[src/rtl/cpu_pkg.sv]
// Shared constants and types for the control sequencer: state and opcode
// encodings, register-file / ALU function codes, mux selects and the
// bundled control word driven by the decoder.
package cpu_pkg;

    typedef enum logic [2:0] {
        S_INIT    = 3'd0,
        S_FETCH_L = 3'd1,
        S_FETCH_H = 3'd2,
        S_EXEC1   = 3'd3,
        S_EXEC2   = 3'd4,
        S_HALT    = 3'd5
    } state_t;

    typedef enum logic [5:0] {
        OP_BRA = 6'h00,
        OP_BNE = 6'h01,
        OP_BEQ = 6'h02,
        OP_LDI = 6'h03,
        OP_LD  = 6'h04,
        OP_ST  = 6'h05,
        OP_INC = 6'h06,
        OP_DEC = 6'h07,
        OP_ADD = 6'h08,
        OP_SUB = 6'h09,
        OP_AND = 6'h0A,
        OP_ORR = 6'h0B,
        OP_HLT = 6'h0C
    } opcode_t;

    // RF / ARF operation codes
    localparam logic [2:0] FUN_DEC   = 3'b000;
    localparam logic [2:0] FUN_INC   = 3'b001;
    localparam logic [2:0] FUN_LOAD  = 3'b010;
    localparam logic [2:0] FUN_CLEAR = 3'b011;

    // ALU operation codes
    localparam logic [4:0] ALU_PASS_A = 5'b10000;
    localparam logic [4:0] ALU_ADD    = 5'b10100;
    localparam logic [4:0] ALU_SUB    = 5'b10110;
    localparam logic [4:0] ALU_AND    = 5'b10111;
    localparam logic [4:0] ALU_OR     = 5'b11000;

    // MuxA / MuxB sources
    localparam logic [1:0] MUX_ALU  = 2'b00;
    localparam logic [1:0] MUX_OUTC = 2'b01;
    localparam logic [1:0] MUX_MEM  = 2'b10;
    localparam logic [1:0] MUX_IMM  = 2'b11;

    // MuxC: ALUOut[7:0] towards memory
    localparam logic MUXC_ALU_LOW = 1'b0;

    // ARF read selects
    localparam logic [1:0] ARF_PC = 2'b00;
    localparam logic [1:0] ARF_SP = 2'b01;
    localparam logic [1:0] ARF_AR = 2'b10;

    // ARF write enables {PC, AR, SP}
    localparam logic [2:0] ARF_EN_PC  = 3'b100;
    localparam logic [2:0] ARF_EN_AR  = 3'b010;
    localparam logic [2:0] ARF_EN_ALL = 3'b111;

    typedef struct packed {
        logic [2:0] rfOutASel;
        logic [2:0] rfOutBSel;
        logic [2:0] rfFunSel;
        logic [3:0] rfRegSel;
        logic [3:0] rfScrSel;
        logic [4:0] aluFunSel;
        logic       aluWf;
        logic [1:0] arfOutCSel;
        logic [1:0] arfOutDSel;
        logic [2:0] arfFunSel;
        logic [2:0] arfRegSel;
        logic       irLh;
        logic       irWrite;
        logic       memWr;
        logic       memCs;
        logic [1:0] muxASel;
        logic [1:0] muxBSel;
        logic       muxCSel;
    } ctrl_t;

    // Nothing enabled, memory deselected (Mem_CS is active-low)
    localparam ctrl_t CTRL_IDLE = '{
        rfOutASel:  3'b000,
        rfOutBSel:  3'b000,
        rfFunSel:   3'b000,
        rfRegSel:   4'b0000,
        rfScrSel:   4'b0000,
        aluFunSel:  5'b00000,
        aluWf:      1'b0,
        arfOutCSel: 2'b00,
        arfOutDSel: 2'b00,
        arfFunSel:  3'b000,
        arfRegSel:  3'b000,
        irLh:       1'b0,
        irWrite:    1'b0,
        memWr:      1'b0,
        memCs:      1'b1,
        muxASel:    2'b00,
        muxBSel:    2'b00,
        muxCSel:    1'b0
    };

    // Register index 0..3 (R1..R4) to write enable, R1 on bit 3
    function automatic logic [3:0] regOneHot(input logic [1:0] idx);
        return 4'b1000 >> idx;
    endfunction

endpackage

[src/rtl/control_decoder.sv]
// Combinational decode of sequencer state plus instruction register into
// the full datapath control word.
module control_decoder
    import cpu_pkg::*;
(
    input  state_t      state,
    input  logic [15:0] irOut,
    input  logic [3:0]  flagOut,
    output ctrl_t       ctrl
);

    logic [5:0] opcode;
    logic [1:0] rSel;
    logic [1:0] dstReg;
    logic [1:0] srcReg1;
    logic [1:0] srcReg2;
    logic       zFlag;
    logic       takeBranch;
    logic       unusedBits;

    assign opcode  = irOut[15:10];
    assign rSel    = irOut[9:8];
    assign dstReg  = irOut[7:6];
    assign srcReg1 = irOut[4:3];
    assign srcReg2 = irOut[1:0];
    assign zFlag   = flagOut[3];

    // Only the low two bits of each register field address R1..R4; C, N, O
    // do not steer any instruction.
    assign unusedBits = ^{irOut[5], irOut[2], flagOut[2:0]};

    assign takeBranch = (opcode == OP_BRA)
                     || (opcode == OP_BNE && !zFlag)
                     || (opcode == OP_BEQ &&  zFlag);

    // Control word for the current state and instruction
    always_comb begin
        // NOTE: every output gets a default before the case so that paths that
        // assign nothing (NOP, untaken branch) cannot infer a latch.
        ctrl = CTRL_IDLE;
        case (state)
            S_INIT: begin
                ctrl.rfRegSel  = 4'b1111;
                ctrl.rfScrSel  = 4'b1111;
                ctrl.rfFunSel  = FUN_CLEAR;
                ctrl.arfRegSel = ARF_EN_ALL;
                ctrl.arfFunSel = FUN_CLEAR;
            end
            S_FETCH_L, S_FETCH_H: begin
                ctrl.arfOutDSel = ARF_PC;
                ctrl.memCs      = 1'b0;
                ctrl.irWrite    = 1'b1;
                ctrl.irLh       = (state == S_FETCH_H);
                ctrl.arfRegSel  = ARF_EN_PC;
                ctrl.arfFunSel  = FUN_INC;
            end
            S_EXEC1: begin
                case (opcode)
                    OP_BRA, OP_BNE, OP_BEQ: begin
                        if (takeBranch) begin
                            ctrl.muxBSel   = MUX_IMM;
                            ctrl.arfRegSel = ARF_EN_PC;
                            ctrl.arfFunSel = FUN_LOAD;
                        end
                    end
                    OP_LDI: begin
                        ctrl.muxASel  = MUX_IMM;
                        ctrl.rfRegSel = regOneHot(rSel);
                        ctrl.rfFunSel = FUN_LOAD;
                    end
                    OP_LD, OP_ST: begin
                        ctrl.muxBSel   = MUX_IMM;
                        ctrl.arfRegSel = ARF_EN_AR;
                        ctrl.arfFunSel = FUN_LOAD;
                    end
                    OP_INC, OP_DEC: begin
                        ctrl.rfRegSel = regOneHot(dstReg);
                        ctrl.rfFunSel = (opcode == OP_INC) ? FUN_INC : FUN_DEC;
                    end
                    OP_ADD, OP_SUB, OP_AND, OP_ORR: begin
                        ctrl.rfOutASel = {1'b0, srcReg1};
                        ctrl.rfOutBSel = {1'b0, srcReg2};
                        ctrl.muxASel   = MUX_ALU;
                        ctrl.rfRegSel  = regOneHot(dstReg);
                        ctrl.rfFunSel  = FUN_LOAD;
                        ctrl.aluWf     = 1'b1;
                        case (opcode)
                            OP_ADD:  ctrl.aluFunSel = ALU_ADD;
                            OP_SUB:  ctrl.aluFunSel = ALU_SUB;
                            OP_AND:  ctrl.aluFunSel = ALU_AND;
                            default: ctrl.aluFunSel = ALU_OR;
                        endcase
                    end
                    default: ;  // HLT and unassigned opcodes drive nothing
                endcase
            end
            S_EXEC2: begin
                if (opcode == OP_LD) begin
                    ctrl.arfOutDSel = ARF_AR;
                    ctrl.memCs      = 1'b0;
                    ctrl.muxASel    = MUX_MEM;
                    ctrl.rfRegSel   = regOneHot(rSel);
                    ctrl.rfFunSel   = FUN_LOAD;
                end else if (opcode == OP_ST) begin
                    // The store address comes from AR, loaded in EXEC1
                    ctrl.arfOutDSel = ARF_AR;
                    ctrl.rfOutASel  = {1'b0, rSel};
                    ctrl.aluFunSel  = ALU_PASS_A;
                    ctrl.muxCSel    = MUXC_ALU_LOW;
                    ctrl.memCs      = 1'b0;
                    ctrl.memWr      = 1'b1;
                end
            end
            default: ;  // HALT and unused encodings stay idle
        endcase
    end

endmodule

[src/rtl/control_sequencer.sv]
// Multi-cycle control sequencer: INIT, two-byte fetch, one or two execute
// steps, and HALT. Holds the state register and next-state logic; control
// outputs come from control_decoder and are forced idle while Reset is high.
module control_sequencer
    import cpu_pkg::*;
(
    input  logic        Clock,
    input  logic        Reset,
    input  logic [15:0] IROut,
    input  logic [3:0]  FlagOut,
    output logic [2:0]  RF_OutASel,
    output logic [2:0]  RF_OutBSel,
    output logic [2:0]  RF_FunSel,
    output logic [3:0]  RF_RegSel,
    output logic [3:0]  RF_ScrSel,
    output logic [4:0]  ALU_FunSel,
    output logic        ALU_WF,
    output logic [1:0]  ARF_OutCSel,
    output logic [1:0]  ARF_OutDSel,
    output logic [2:0]  ARF_FunSel,
    output logic [2:0]  ARF_RegSel,
    output logic        IR_LH,
    output logic        IR_Write,
    output logic        Mem_WR,
    output logic        Mem_CS,
    output logic [1:0]  MuxASel,
    output logic [1:0]  MuxBSel,
    output logic        MuxCSel,
    output logic [2:0]  State
);

    state_t     stateQ;
    state_t     stateD;
    ctrl_t      decoded;
    ctrl_t      ctrl;
    logic [5:0] opcode;

    assign opcode = IROut[15:10];

    control_decoder u_decoder (
        .state   (stateQ),
        .irOut   (IROut),
        .flagOut (FlagOut),
        .ctrl    (decoded)
    );

    // State register with synchronous reset to INIT
    always_ff @(posedge Clock) begin
        // NOTE: state is updated with non-blocking assignments; the reset is
        // sampled on the clock edge, so it is not in the sensitivity list.
        if (Reset) begin
            stateQ <= S_INIT;
        end else begin
            stateQ <= stateD;
        end
    end

    // Next-state: fetch two bytes, execute one step (two for LD/ST), repeat
    always_comb begin
        stateD = stateQ;
        case (stateQ)
            S_INIT:    stateD = S_FETCH_L;
            S_FETCH_L: stateD = S_FETCH_H;
            S_FETCH_H: stateD = S_EXEC1;
            S_EXEC1: begin
                if (opcode == OP_LD || opcode == OP_ST) begin
                    stateD = S_EXEC2;
                end else if (opcode == OP_HLT) begin
                    stateD = S_HALT;
                end else begin
                    stateD = S_FETCH_L;
                end
            end
            S_EXEC2:   stateD = S_FETCH_L;
            S_HALT:    stateD = S_HALT;
            default:   stateD = S_INIT;
        endcase
    end

    // Reset overrides the decoded controls within the same cycle
    assign ctrl = Reset ? CTRL_IDLE : decoded;

    assign RF_OutASel  = ctrl.rfOutASel;
    assign RF_OutBSel  = ctrl.rfOutBSel;
    assign RF_FunSel   = ctrl.rfFunSel;
    assign RF_RegSel   = ctrl.rfRegSel;
    assign RF_ScrSel   = ctrl.rfScrSel;
    assign ALU_FunSel  = ctrl.aluFunSel;
    assign ALU_WF      = ctrl.aluWf;
    assign ARF_OutCSel = ctrl.arfOutCSel;
    assign ARF_OutDSel = ctrl.arfOutDSel;
    assign ARF_FunSel  = ctrl.arfFunSel;
    assign ARF_RegSel  = ctrl.arfRegSel;
    assign IR_LH       = ctrl.irLh;
    assign IR_Write    = ctrl.irWrite;
    assign Mem_WR      = ctrl.memWr;
    assign Mem_CS      = ctrl.memCs;
    assign MuxASel     = ctrl.muxASel;
    assign MuxBSel     = ctrl.muxBSel;
    assign MuxCSel     = ctrl.muxCSel;
    assign State       = stateQ;

endmodule

[config.mk]
export PLATFORM = sky130hd
export DESIGN_NAME = control_sequencer
export DESIGN_NICKNAME = d
export VERILOG_FILES = /design/src/rtl/cpu_pkg.sv /design/src/rtl/control_decoder.sv /design/src/rtl/control_sequencer.sv
export SDC_FILE = /design/constraint.sdc
export NUM_CORES = 1
export LEC_CHECK = 0
export ABC_AREA = 1
export BUFFER_PORTS_ARGS = -buffer_cell sky130_fd_sc_hd__buf_2
export CAP_MARGIN = 20
export CORE_MARGIN = 4
export CORE_UTILIZATION = 40
export CTS_CLUSTER_SIZE = 40
export DETAILED_ROUTE_END_ITERATION = 7
export GPL_TIMING_DRIVEN = 0
export PLACE_DENSITY = 0.86
export SLEW_MARGIN = 20
export SYNTH_ARGS = -nofsm -noshare
export SYNTH_HDL_FRONTEND = slang
export SYNTH_SLANG_ARGS = --single-unit
[constraint.sdc]
create_clock -name Clock -period 4.9 [get_ports Clock]
set_clock_uncertainty 0.1 [all_clocks]
set_input_delay 1.47 -clock Clock [delete_from_list [all_inputs] [get_ports Clock]]
set_output_delay 1.47 -clock Clock [all_outputs]
set_load 0.05 [all_outputs]
-- Word-level counts from Yosys, hierarchy flattened
Index checks and enable logic that the tools add are counted.
- bits in read-only memories: 0
- memories kept: 0
- memory bits (writable): 0
- input bits: 22
- logic and storage cells: 72
- flip-flop bits (word level): 3
- latch bits: 0
- output and inout port bits: 45
- shift operators: 2
- divide/modulo/power cells: 0
- bitwise logic cells: 0
- equality and inequality tests: 17
- multipliers: 0
- add/subtract/negate cells: 0
- reductions and logical operators: 14
- order comparisons: 0
- muxes and demuxes: 38
- operators by type and width (cell ; count):
    42-bit 2-to-1 mux ; 1
    7-bit case mux with 3 select lines ; 2
    6-bit by 4-bit equality test with 1-bit output (second input constant) ; 5
    6-bit by 3-bit equality test with 1-bit output (second input constant) ; 4
    2-bit 2-to-1 mux ; 10
    5-bit 2-to-1 mux ; 4
    5-bit case mux with 2 select lines ; 2
    6-bit case mux with 3 select lines ; 1
    3-bit case mux with 5 select lines ; 1
    6-bit by 2-bit equality test with 1-bit output (second input constant) ; 2
    3-bit 2-to-1 mux ; 4
    6-bit 2-to-1 mux ; 2
    4-bit case mux with 3 select lines ; 1
    2-bit case mux with 2 select lines ; 2
    2-bit OR reduction ; 4
    4-bit by 2-bit right shift with 4-bit output (first input constant) ; 2
    3-bit by 2-bit equality test with 1-bit output (second input constant) ; 2
    3-bit equality test (second input constant) ; 2
    6-bit by 1-bit equality test with 1-bit output (second input constant) ; 1
    6-bit zero test ; 1
    3-bit case mux with 2 select lines ; 1
    1-bit 2-to-1 mux ; 5
    4-bit 2-to-1 mux ; 1
    4-bit OR reduction ; 1
    7 further kinds ; 10

-- Longest topological paths before layout
- depth after elaboration: 8
- gate-level depth with buffers: 9
- gate-level depth less buffers: 9

-- By module
From an unflattened synthesis, not the netlist that was laid out.
- cell total of the unflattened synthesis: 241
- area, all modules: 1132.3 µm²
- by module, submodules not included (module ; instances ; area an instance (µm²) ; seq. area each (µm²) ; cells an instance):
    control_decoder ; 1 ; 628.1 ; 0.0 ; 126
    control_sequencer ; 1 ; 504.2 ; 60.1 ; 115

-- Least setup slack after synthesis
OpenSTA, ideal clock, no wires.
- path kind: input -> output
- start: in IROut[13]
- end: out Mem_CS
- arrival time: 3.519 ns
- required time: 3.330 ns
- cell stages on the path: 6
- path slack: -0.189 ns
- path buffers: 0
- path through: inv_1 nand2_1 nor2_1 nand2_1 nor3_1 nor2_1
- longest elaborated chain between the ends: 5
- elaborated cells on any way between the ends: 6
- classes of those cells: eq/ne: 2; mux: 4
- ends and longest elaborated chain (what ; RTL line ; text):
    start: declaration ; control_sequencer.sv:9 ; input logic [15:0] IROut,
    6-bit by 3-bit equality test with 1-bit output ; control_decoder.sv:104 ; end else if (opcode == OP_ST) begin
    2-bit 2-to-1 mux ; control_decoder.sv:104 ;
    1-bit 2-to-1 mux (*) ; control_decoder.sv:98 ; if (opcode == OP_LD) begin
    1-bit case mux with 2 select lines (*) ; control_decoder.sv:41 ; case (state)
    42-bit 2-to-1 mux (*) ; control_sequencer.sv:81 ; assign ctrl = Reset ? CTRL_IDLE : decoded;
    end: declaration ; control_sequencer.sv:25 ; output logic Mem_CS,
Mark *: on every way between the ends. The rest lies on a longest branch, timed or not.

-- Worst setup path after layout
- start: in IROut[15]
- end: out ALU_FunSel[1]
- longest elaborated chain between the ends: 5
- elaborated cells on any way between the ends: 11
- classes of those cells: eq/ne: 5; mux: 5; reduce/logical: 1
- ends and longest elaborated chain (what ; RTL line ; text):
    6-bit by 4-bit equality test with 1-bit output, on equally long branches ; control_decoder.sv:58, control_decoder.sv:87 ;
    4-bit case mux with 3 select lines or 4-bit OR reduction (tied branches) ; control_decoder.sv:87, control_decoder.sv:58 ;
    6-bit 2-to-1 mux ; control_decoder.sv:58 ; case (opcode)
    5-bit case mux with 2 select lines (*) ; control_decoder.sv:41 ;
    42-bit 2-to-1 mux (*) ; control_sequencer.sv:81 ;
    end: declaration ; control_sequencer.sv:16 ; output logic [4:0] ALU_FunSel,
Marks and branches as above.

==> results.toml <==
[synthesis]
synth-main-ff-cell = "dfxtp_1"
synth_warnings = 0
synthTopCellsByArea = "nor2_1 (17%), nand2_1 (14%), buf_4 (13%), inv_1 (12%), nand3_1 (9.6%)"
synth_edf_count = 0
synth_common_cells = "nor2_1 (32), nand2_1 (28), inv_1 (24)"
synth.ff_latch_count = 3
synth_area_leader_cell = "nor2_1"
synth.top_cell.area_share_pct = 16.5
synth_area_per_cell_um2 = 5.08
synth.most_common_cell = "nor2_1"
netlist_instances = 143
synthesis.area_um2 = 727
yosysUniqueCellTypes = 19
ys_seq_area_share_pct = 8.26
async_reset_ff_share_pct = 0

[placed_design]
io_buffers = 52
place.gp.congestion = 0.867
hpwl_um = 1980

[cts]
cts_buffers = 3
cts_tree = "done"
cts_max_path_buffers = 2
worstSkewPairLatency_ns = 0.23
cts_resized = 0
cts_root_buf = "clkbuf_4"
path_clk_slew_ns = 0.03
cts_setup_buffers = 0
clkSinkCount = 3
htree_levels = 1
holdBufCountCts = 0

[flow_run]
drv_cap = 0

[sta]
setup_violations = 0
hold_viol_final = 0
finalSetupTns_ns = 0
hold_ws_ns = 0.499
rsz0062_at_grt = "false"
min_period_over_period_pct = 89.0
drv_slew = 0
layout_min_cycle_time_ns = 4.36
timing.fmax_mhz = 229

[setup_path]
cp_max_fo = 7
cp_slowest_cell = "buf_2"
arrival_ns = 2.79
max_stage_delay_ns = 0.29
cp.required_ns = 3.33
r2r_cells = 4
crit_path_start_kind = "input pin"
end_kind = "output pin"
path_cells = "buf_2 -> nor2_1 -> nand3_1 -> nor2_4 -> nand2_1 -> nor3_1 -> buf_2"
crit_type = "in -> out"
crit_path_frequent_cell = "buf_2"

[cells_and_area]
largest_reg_flops = 3
area_growth_pct = 48.9
fin_nets = 229
final_core_util_pct = 62.7
diodes = 0
drive_above_1_share_pct = 36.9

[global_route]
grt_pass1_wl_um = 3780
grt_max_degree = 11
antenna_found_initial = 0
grt-ovfl-total = 0
grt_use_total_pct = 18.3
grt_pass1_vias = 913

[die]
chipWidth_um = 50.6
io_pins = 67
fp.dieH_um = 50.6
initial_core_util_pct = 42.1
dieArea_um2 = 2560
fp-row-count = 15
core_um2 = 1730

[routing]
drtPass1Iterations = 4
dr.first_iter.drc_count = 52
via_count = 1055
avgViaCountPerCell = 4.57
ant_nets = 0
drc_errors = 0
wl_per_cell_um = 10.1
wl_um = 2320

[hold_path]
min_path_type = "reg -> reg"
min_path_cells = 2

[pwr]
leakagePower_nw = 0.672
power.density_nw_per_um2 = 192
ir_drop_v = 0.000209

[run_status]
status = "finished, final reports clean"
## layout by cell type (no fill, tap or decap)
cell type,instances
buf_2,52
nor2_1,32
nand2_1,28
inv_1,24
nand3_1,14
buf_4,13
a21oi_1,8
conb_1,8
dfxtp_1,3
clkbuf_1,3
a31oi_1,3
nor3_1,3
clkbuf_4,3
nor3_2,2
nor2_4,2
o21ai_0,2
nand3_4,1
nand2_2,1
a31o_2,1
nor4_2,1
nor4_1,1
nand4_1,1
## layer usage
layer	track usage [%]	routed length (um)
met3	3.86	290
met4	5.83	10
met2	30.2	1040
met1	23.6	981
met5	0	0
## where the power goes
group	switching [W]	internal, W	leakage [nW]
clock	0.0000112	0.0000304	0.0150
combinational	0.000103	0.0000330	0.632
sequential	0.00000386	0.0000262	0.0248
## cell families (layout without fill, tap and decap cells)
kind of cell | count (synthesis) | in the layout | share of synthesized area (%)
AOI/OAI and AO/OA | 14 | 14 | 10.7
other | 1 | 8 | 0.516
buffers and inverters | 39 | 95 | 26.9
and+or+nand+nor | 86 | 86 | 53.7
DFF | 3 | 3 | 8.26
## path summary, 6_finish.rpt
path	start	endpoint	slack, ns
worst max-delay path	IROut[15]	ALU_FunSel[1]	0.54
worst min-delay path	State[1]	State[0]	0.50
worst max register to register	State[0]	State[2]	3.54
worst min register to register	State[1]	State[0]	0.50
## final cells by class
class                   count  area, um^2
repair buffers             52         260
plain buffers              15         105
clock buffers               4        26.3
multi-input cells         108         509
fillers                   195         644
inverters                  24        90.1
well taps                  25        31.3
flip-flops and latches      3        60.1
## critical path, delay by kind of cell
kind          cells  cell delay [ns]
buf+inv           2             0.39
simple gates      5             0.93
## stage by stage
stage	setup slack, ns	total power (W)	instance area [um^2]	std cells
floorplan	0.00121	0.000137	764	150
global placement	0.602	0.000164	1060	227
detailed placement	0.556	0.000166	1060	227
CTS	0.548	0.000209	1080	231
global route	0.334	0.000223	1080	231
finish	0.539	0.000207	1080	231
Note: power is estimated with default switching activity, not from simulation.
